### src/rtl/demultiplexor_1_3_16b.sv
`default_nettype none
// ============================================================================
// Module      : demultiplexor_1_3_16b
// Description : Registered 1-to-3 distributor. One WIDTH-bit word plus a
//               2-bit destination selector arrives over a valid/ready
//               handshake. The word is captured into one of three holding
//               registers. Each register has its own full flag, which the
//               consumer clears with its Ack bit. Selector value 3 is invalid.
//               A word accepted with Selector==3 is dropped, raises a
//               one-cycle Sel_Error pulse and bumps a saturating Drop_Count.
// Revision    : 1.0  initial release
// ----------------------------------------------------------------------------
// Ports
//   clk        in   1          system clock, rising edge
//   reset      in   1          asynchronous reset, active low
//   Data_In    in   WIDTH      word to distribute
//   Selector   in   2          0->REG1, 1->REG2, 2->REG3, 3->invalid (drop)
//   Enable     in   1          block enable; low blocks all acceptance
//   In_Valid   in   1          producer presents Data_In/Selector
//   In_Ready   out  1          block can accept this cycle (combinational)
//   Ack        in   3          per-register consume strobe, bit0=REG1
//   REG1_Out   out  WIDTH      holding register 1
//   REG2_Out   out  WIDTH      holding register 2
//   REG3_Out   out  WIDTH      holding register 3
//   Out_Valid  out  3          per-register full flag, bit0=REG1
//   Sel_Error  out  1          pulse: previous-cycle accept with Selector==3
//   Drop_Count out  CNT_WIDTH  saturating count of dropped words
// ============================================================================
module demultiplexor_1_3_16b #(
  parameter int WIDTH     = 16,
  parameter int CNT_WIDTH = 8
) (
  input  logic                 clk,
  input  logic                 reset,
  input  logic [WIDTH-1:0]     Data_In,
  input  logic [1:0]           Selector,
  input  logic                 Enable,
  input  logic                 In_Valid,
  output logic                 In_Ready,
  input  logic [2:0]           Ack,
  output logic [WIDTH-1:0]     REG1_Out,
  output logic [WIDTH-1:0]     REG2_Out,
  output logic [WIDTH-1:0]     REG3_Out,
  output logic [2:0]           Out_Valid,
  output logic                 Sel_Error,
  output logic [CNT_WIDTH-1:0] Drop_Count
);

  localparam logic [1:0]           c_SEL_INVALID = 2'd3;
  localparam logic [CNT_WIDTH-1:0] c_CNT_MAX     = {CNT_WIDTH{1'b1}};
  localparam logic [CNT_WIDTH-1:0] c_CNT_ONE     = {{(CNT_WIDTH-1){1'b0}}, 1'b1};

  // Per-slot occupancy state.
  typedef enum logic {
    EMPTY = 1'b0,
    FULL  = 1'b1
  } slot_state_t;

  slot_state_t            r_state      [3];
  slot_state_t            w_state_next [3];
  logic [WIDTH-1:0]       r_data       [3];
  logic [2:0]             w_full;
  logic [2:0]             w_slot_ready;
  logic [2:0]             w_load;
  logic                   w_sel_ready;
  logic                   w_accept;
  logic                   w_drop;
  logic                   r_sel_error;
  logic [CNT_WIDTH-1:0]   r_drop_count;

  // --------------------------------------------------------------------------
  // Handshake. A slot can take a word when it is empty, or when the consumer
  // is draining it in this same cycle (one-word-per-cycle pass-through).
  // Only the addressed slot matters; the invalid selector is always ready so
  // a bad word can never stall the producer.
  // --------------------------------------------------------------------------
  always_comb begin
    w_sel_ready = 1'b0;
    case (Selector)
      2'd0:    w_sel_ready = w_slot_ready[0];
      2'd1:    w_sel_ready = w_slot_ready[1];
      2'd2:    w_sel_ready = w_slot_ready[2];
      default: w_sel_ready = 1'b1;
    endcase
  end

  assign In_Ready = Enable & w_sel_ready;
  assign w_accept = In_Valid & In_Ready;
  assign w_drop   = w_accept & (Selector == c_SEL_INVALID);

  // --------------------------------------------------------------------------
  // Holding slots: identical logic replicated three times.
  // --------------------------------------------------------------------------
  for (genvar gi = 0; gi < 3; gi++) begin : g_slot
    assign w_full[gi]       = (r_state[gi] == FULL);
    assign w_slot_ready[gi] = ~w_full[gi] | Ack[gi];
    assign w_load[gi]       = w_accept & (Selector == gi[1:0]);

    // Next-state: a load always wins over a concurrent Ack so the slot stays
    // FULL with the new word; an Ack on an empty slot is harmless.
    always_comb begin
      w_state_next[gi] = r_state[gi];
      case (r_state[gi])
        EMPTY: begin
          if (w_load[gi]) begin
            w_state_next[gi] = FULL;
          end
        end
        FULL: begin
          if (!w_load[gi] && Ack[gi]) begin
            w_state_next[gi] = EMPTY;
          end
        end
        default: w_state_next[gi] = EMPTY;
      endcase
    end

    always_ff @(posedge clk or negedge reset) begin
      if (!reset) begin
        r_state[gi] <= EMPTY;
      end else begin
        r_state[gi] <= w_state_next[gi];
      end
    end

    // Data is kept after Ack so the consumer may re-read the last word.
    always_ff @(posedge clk or negedge reset) begin
      if (!reset) begin
        r_data[gi] <= '0;
      end else if (w_load[gi]) begin
        r_data[gi] <= Data_In;
      end
    end
  end

  // --------------------------------------------------------------------------
  // Invalid-selector reporting.
  // --------------------------------------------------------------------------
  always_ff @(posedge clk or negedge reset) begin
    if (!reset) begin
      r_sel_error <= 1'b0;
    end else begin
      r_sel_error <= w_drop;
    end
  end

  always_ff @(posedge clk or negedge reset) begin
    if (!reset) begin
      r_drop_count <= '0;
    end else if (w_drop && (r_drop_count != c_CNT_MAX)) begin
      r_drop_count <= r_drop_count + c_CNT_ONE;
    end
  end

  // --------------------------------------------------------------------------
  // Outputs.
  // --------------------------------------------------------------------------
  assign REG1_Out   = r_data[0];
  assign REG2_Out   = r_data[1];
  assign REG3_Out   = r_data[2];
  assign Out_Valid  = w_full;
  assign Sel_Error  = r_sel_error;
  assign Drop_Count = r_drop_count;

endmodule
`default_nettype wire

### config.mk
export PLATFORM = sky130hd
export DESIGN_NAME = demultiplexor_1_3_16b
export DESIGN_NICKNAME = d
export VERILOG_FILES = /design/src/rtl/demultiplexor_1_3_16b.sv
export SDC_FILE = /design/constraint.sdc
export NUM_CORES = 1
export LEC_CHECK = 0
export BUFFER_PORTS_ARGS = -buffer_cell sky130_fd_sc_hd__buf_4
export CORE_MARGIN = 2
export CORE_UTILIZATION = 29
export CTS_CLUSTER_DIAMETER = 50
export DETAILED_ROUTE_END_ITERATION = 7
export GPL_TIMING_DRIVEN = 0
export SKIP_LAST_GASP = 1
export SYNTH_ARGS = -nofsm -noshare
export SYNTH_HDL_FRONTEND = slang
export SYNTH_SLANG_ARGS = --single-unit
### constraint.sdc
create_clock -name clk -period 1.9 [get_ports clk]
set_input_delay 0.19 -clock clk [delete_from_list [all_inputs] [get_ports clk]]
set_output_delay 0.19 -clock clk [all_outputs]
set_load 0.02 [all_outputs]
==> summary.txt <==
Synth
  • Mapped Cells: 157
  • Yosys warning count: 0
  • Sequential share of the synthesized area: 62.3%
  • Synthesized flop and latch total: 60
  • Synthesized Nets: 183
  • Post-synthesis area per instance: 15.3 um2
  • Netlist cell types: 28
  • Mapped Area: 0.00241 mm2

Clock tree
  • CTS clk-pin slew, worst paths: 0.06 ns
  • # H-tree levels: 3
  • CTS tree: done
  • CTS root buf: clkbuf_8
  • Clock Path Buffers: 2
  • CTS buffer count: 9
  • Num Clock Sinks: 60
  • Clk Latency, worst-skew pair: 0.33 ns

Global routing
  • Remaining Overflow, GRT: 0
  • First-pass GRT wire length: 8200 um
  • Number of antenna violations at the first check in global routing: 0
  • Largest net degree at the start of global routing: 61
  • Vias in the first global route: 1621
  • GRT Overall Usage: 12.3%

Place
  • Detail Placement HPWL: 3630 um
  • Gp weighted congestion: 0.676
  • DP Area: 0.00317 mm2
  • I/O Buffers: 84

Setup path
  • Crit path kind: reg2reg
  • Worst EP arrival: 1.99 ns
  • Critical path cell sequence: ha_2 -> nand4_1 -> or3_1 -> nand2_1 -> mux2_2
  • Worst Path Max Fanout: 5
  • Nature of the critical path startpoint: register
  • CP endpoint kind: register
  • CP required: 2.11 ns
  • Crit-path slowest cell: dfrtp_1
  • Critical Path Max Stage Delay: 0.42 ns

Power and ir drop
  • Peak VDD IR: 0.530 mV
  • Switching share of power: 31.6%
  • Lkg Pwr: 1.58 nW
  • Total Power: 3.92 mW
  • PwrDens: 1160 mW/mm2
  • P_sw: 1.24 mW
  • Pint: 2.68 mW
  • Combinational share of power: 30.6%
  • Seq pwr share: 44.2%
  • Clock share of power: 25.2%

Route
  • Vias per Instance: 4.44
  • Avg WL per Cell: 14.4 um
  • Initial drt markers: 30
  • DRC: 0
  • Routed wire length: 5240 um
  • Via Count: 1616
  • Detail Route Antenna Nets: 0
  • Pre-Repair DR Iteration Count: 3

STA
  • Final Cycle Share: 93.9%
  • Setup violators final: 0
  • Minimum clock period: 1.78 ns
  • Relative slew slack: 49.6%
  • Slew Limit Fails: 0
  • RSZ-0062 raised after global routing: no
  • Fmax: 0.560 GHz
  • Clock Skew: 0.00607 ns
  • Final Hold Fails: 0
  • Worst-Margin Slew: 0.756 ns

Worst hold path
  • Path type of the worst min-delay path: in2reg

Status
  • Outcome: completed

Floorplanning
  • Die area: 0.00905 mm2
  • IO Pins: 86
  • Core area: 0.00813 mm2
  • Initial core utilization: 29.6%
  • Die H: 95.1 um
  • Row count: 33
  • Die X: 95.1 um

Layout
  • Area grow syn2layout: 39.8%
  • # diodes: 0
  • Final Cell Area: 0.00337 mm2
  • Final net count: 281
  • Layout cells sized above 1: 62.9%

Run
  • Max_cap viols: 0
cell families (layout without fill, tap and decap cells):
logic type,count (synthesis),after routing,share of synthesized area (%)
xor+xnor,2,2,0.727
simple gates,27,27,7.84
mux,52,52,24.5
compound gates,8,8,2.03
fa+ha+maj,1,1,0.519
flops,60,60,62.3
buf+inv,7,109,2.08
Yosys cell counts, drive strengths merged:
master,count,share of area [%]
a211o,1,0.36
a21boi,1,0.31
a21oi,2,0.42
and3,1,0.26
and4,2,0.83
buf,5,1.8
dfrtp,60,62
ha,1,0.52
inv,2,0.31
mux2,52,24
nand2,5,0.78
nand2b,3,0.78
nand3,4,1.2
nand4,4,1.0
nor2,3,0.47
nor2b,1,0.26
nor3b,1,0.78
nor4,1,0.88
o21a,1,0.31
o21ai,3,0.62
or2,1,0.26
or3,1,0.26
xnor2,2,0.73
layout make-up:
type                       instances  area [um2]
timing repair buffer              87         656
multi-input combinational         90         860
sequential                        60        1500
buffer                             5        42.5
clock buffer                      13         159
fill                             774        4770
tap                              105         131
clock inverter                     2        10.0
inverter                           2        7.51
power by group through the flow:
stage          combinational, mW  sequential [mW]  clock [mW]
2_1_floorplan              0.294             2.08           0
3_3_place_gp                1.20             1.74           0
3_5_place_dp                1.22             1.76           0
4_1_cts                     1.22             1.73        1.04
5_1_grt                     1.28             1.77        1.09
6_report                    1.20             1.73       0.989
flip-flops by register name (all words and copies together) (netlist names):
name / count
Drop_Count: 8
Out_Valid: 3
REG1_Out: 16
REG2_Out: 16
REG3_Out: 16
Sel_Error: 1
critical path: cells and delay by family, from the launching register on:
kind                       cells  cell delay (ns)
adders and majority gates      1             0.25
DFF                            1             0.42
muxes                          1             0.33
and+or+nand+nor                3             0.67
placed cells by master, fill, tap and decap left out, types with 2 or more instances in the layout:
cell,netlist,layout
clkbuf_1,0,2
mux2_2,51,51
dfrtp_1,60,60
nor2_1,3,3
a21oi_1,2,2
nand3_1,2,2
clkbuf_8,0,11
o21ai_0,3,3
nand2_1,5,5
buf_6,2,2
xnor2_1,2,2
nand4_1,4,4
buf_4,2,88
inv_1,2,2
clkinv_2,0,2
nand2b_1,3,3
nand3_2,2,2
layer usage:
metal	wire length [um]	share of wire [%]	vias to the layer above	GRT usage (%)
met5	0	0	-	0
met4	53	1.0	0	5.07
met3	353	6.7	6	4.66
met2	2590	49	55	19.6
met1	2240	43	802	14.9
li1	-	-	753	-
path summary, 6_finish.rpt:
path                                    start             to  cells after the start  slack (ns)
worst min register to register   REG3_Out[11]   REG3_Out[11]                      1        0.51
worst max-delay path            Drop_Count[0]  Drop_Count[1]                      5        0.12
worst max register to register  Drop_Count[0]  Drop_Count[1]                      5        0.12
max in group asynchronous               reset   REG3_Out[11]                      2        0.92
worst min-delay path               Data_In[8]    REG2_Out[8]                      2        0.11
min in group asynchronous               reset    REG1_Out[1]                      2        0.48
per-stage QoR:
stage	std cells	setup TNS (ns)	hold WS (ns)	util, %	setup WS, ns
2_1_floorplan	157	0	-0.106	-	0.107
3_3_place_gp	346	-0.629	0.319	39.0	-0.0712
3_5_place_dp	346	-0.685	0.313	39.0	-0.0798
4_1_cts	364	0	0.0868	41.4	0.0829
5_1_grt	364	0	0.0886	41.4	0.0132
6_report	364	0	0.108	41.4	0.115
what timing repair did:
| action | in CTS | in global routing |
|---|---|---|
| endpoints found under the setup margin | 9 | 1 |
| pin swaps | 1 | 0 |
| gates resized for setup | 0 | 1 |
| hold buffers | 1 | 0 |
| buffers inserted | 2 | 0 |
| endpoints found under the hold margin | 60 | 0 |
No activity file was read; power rests on OpenSTA's default activity.
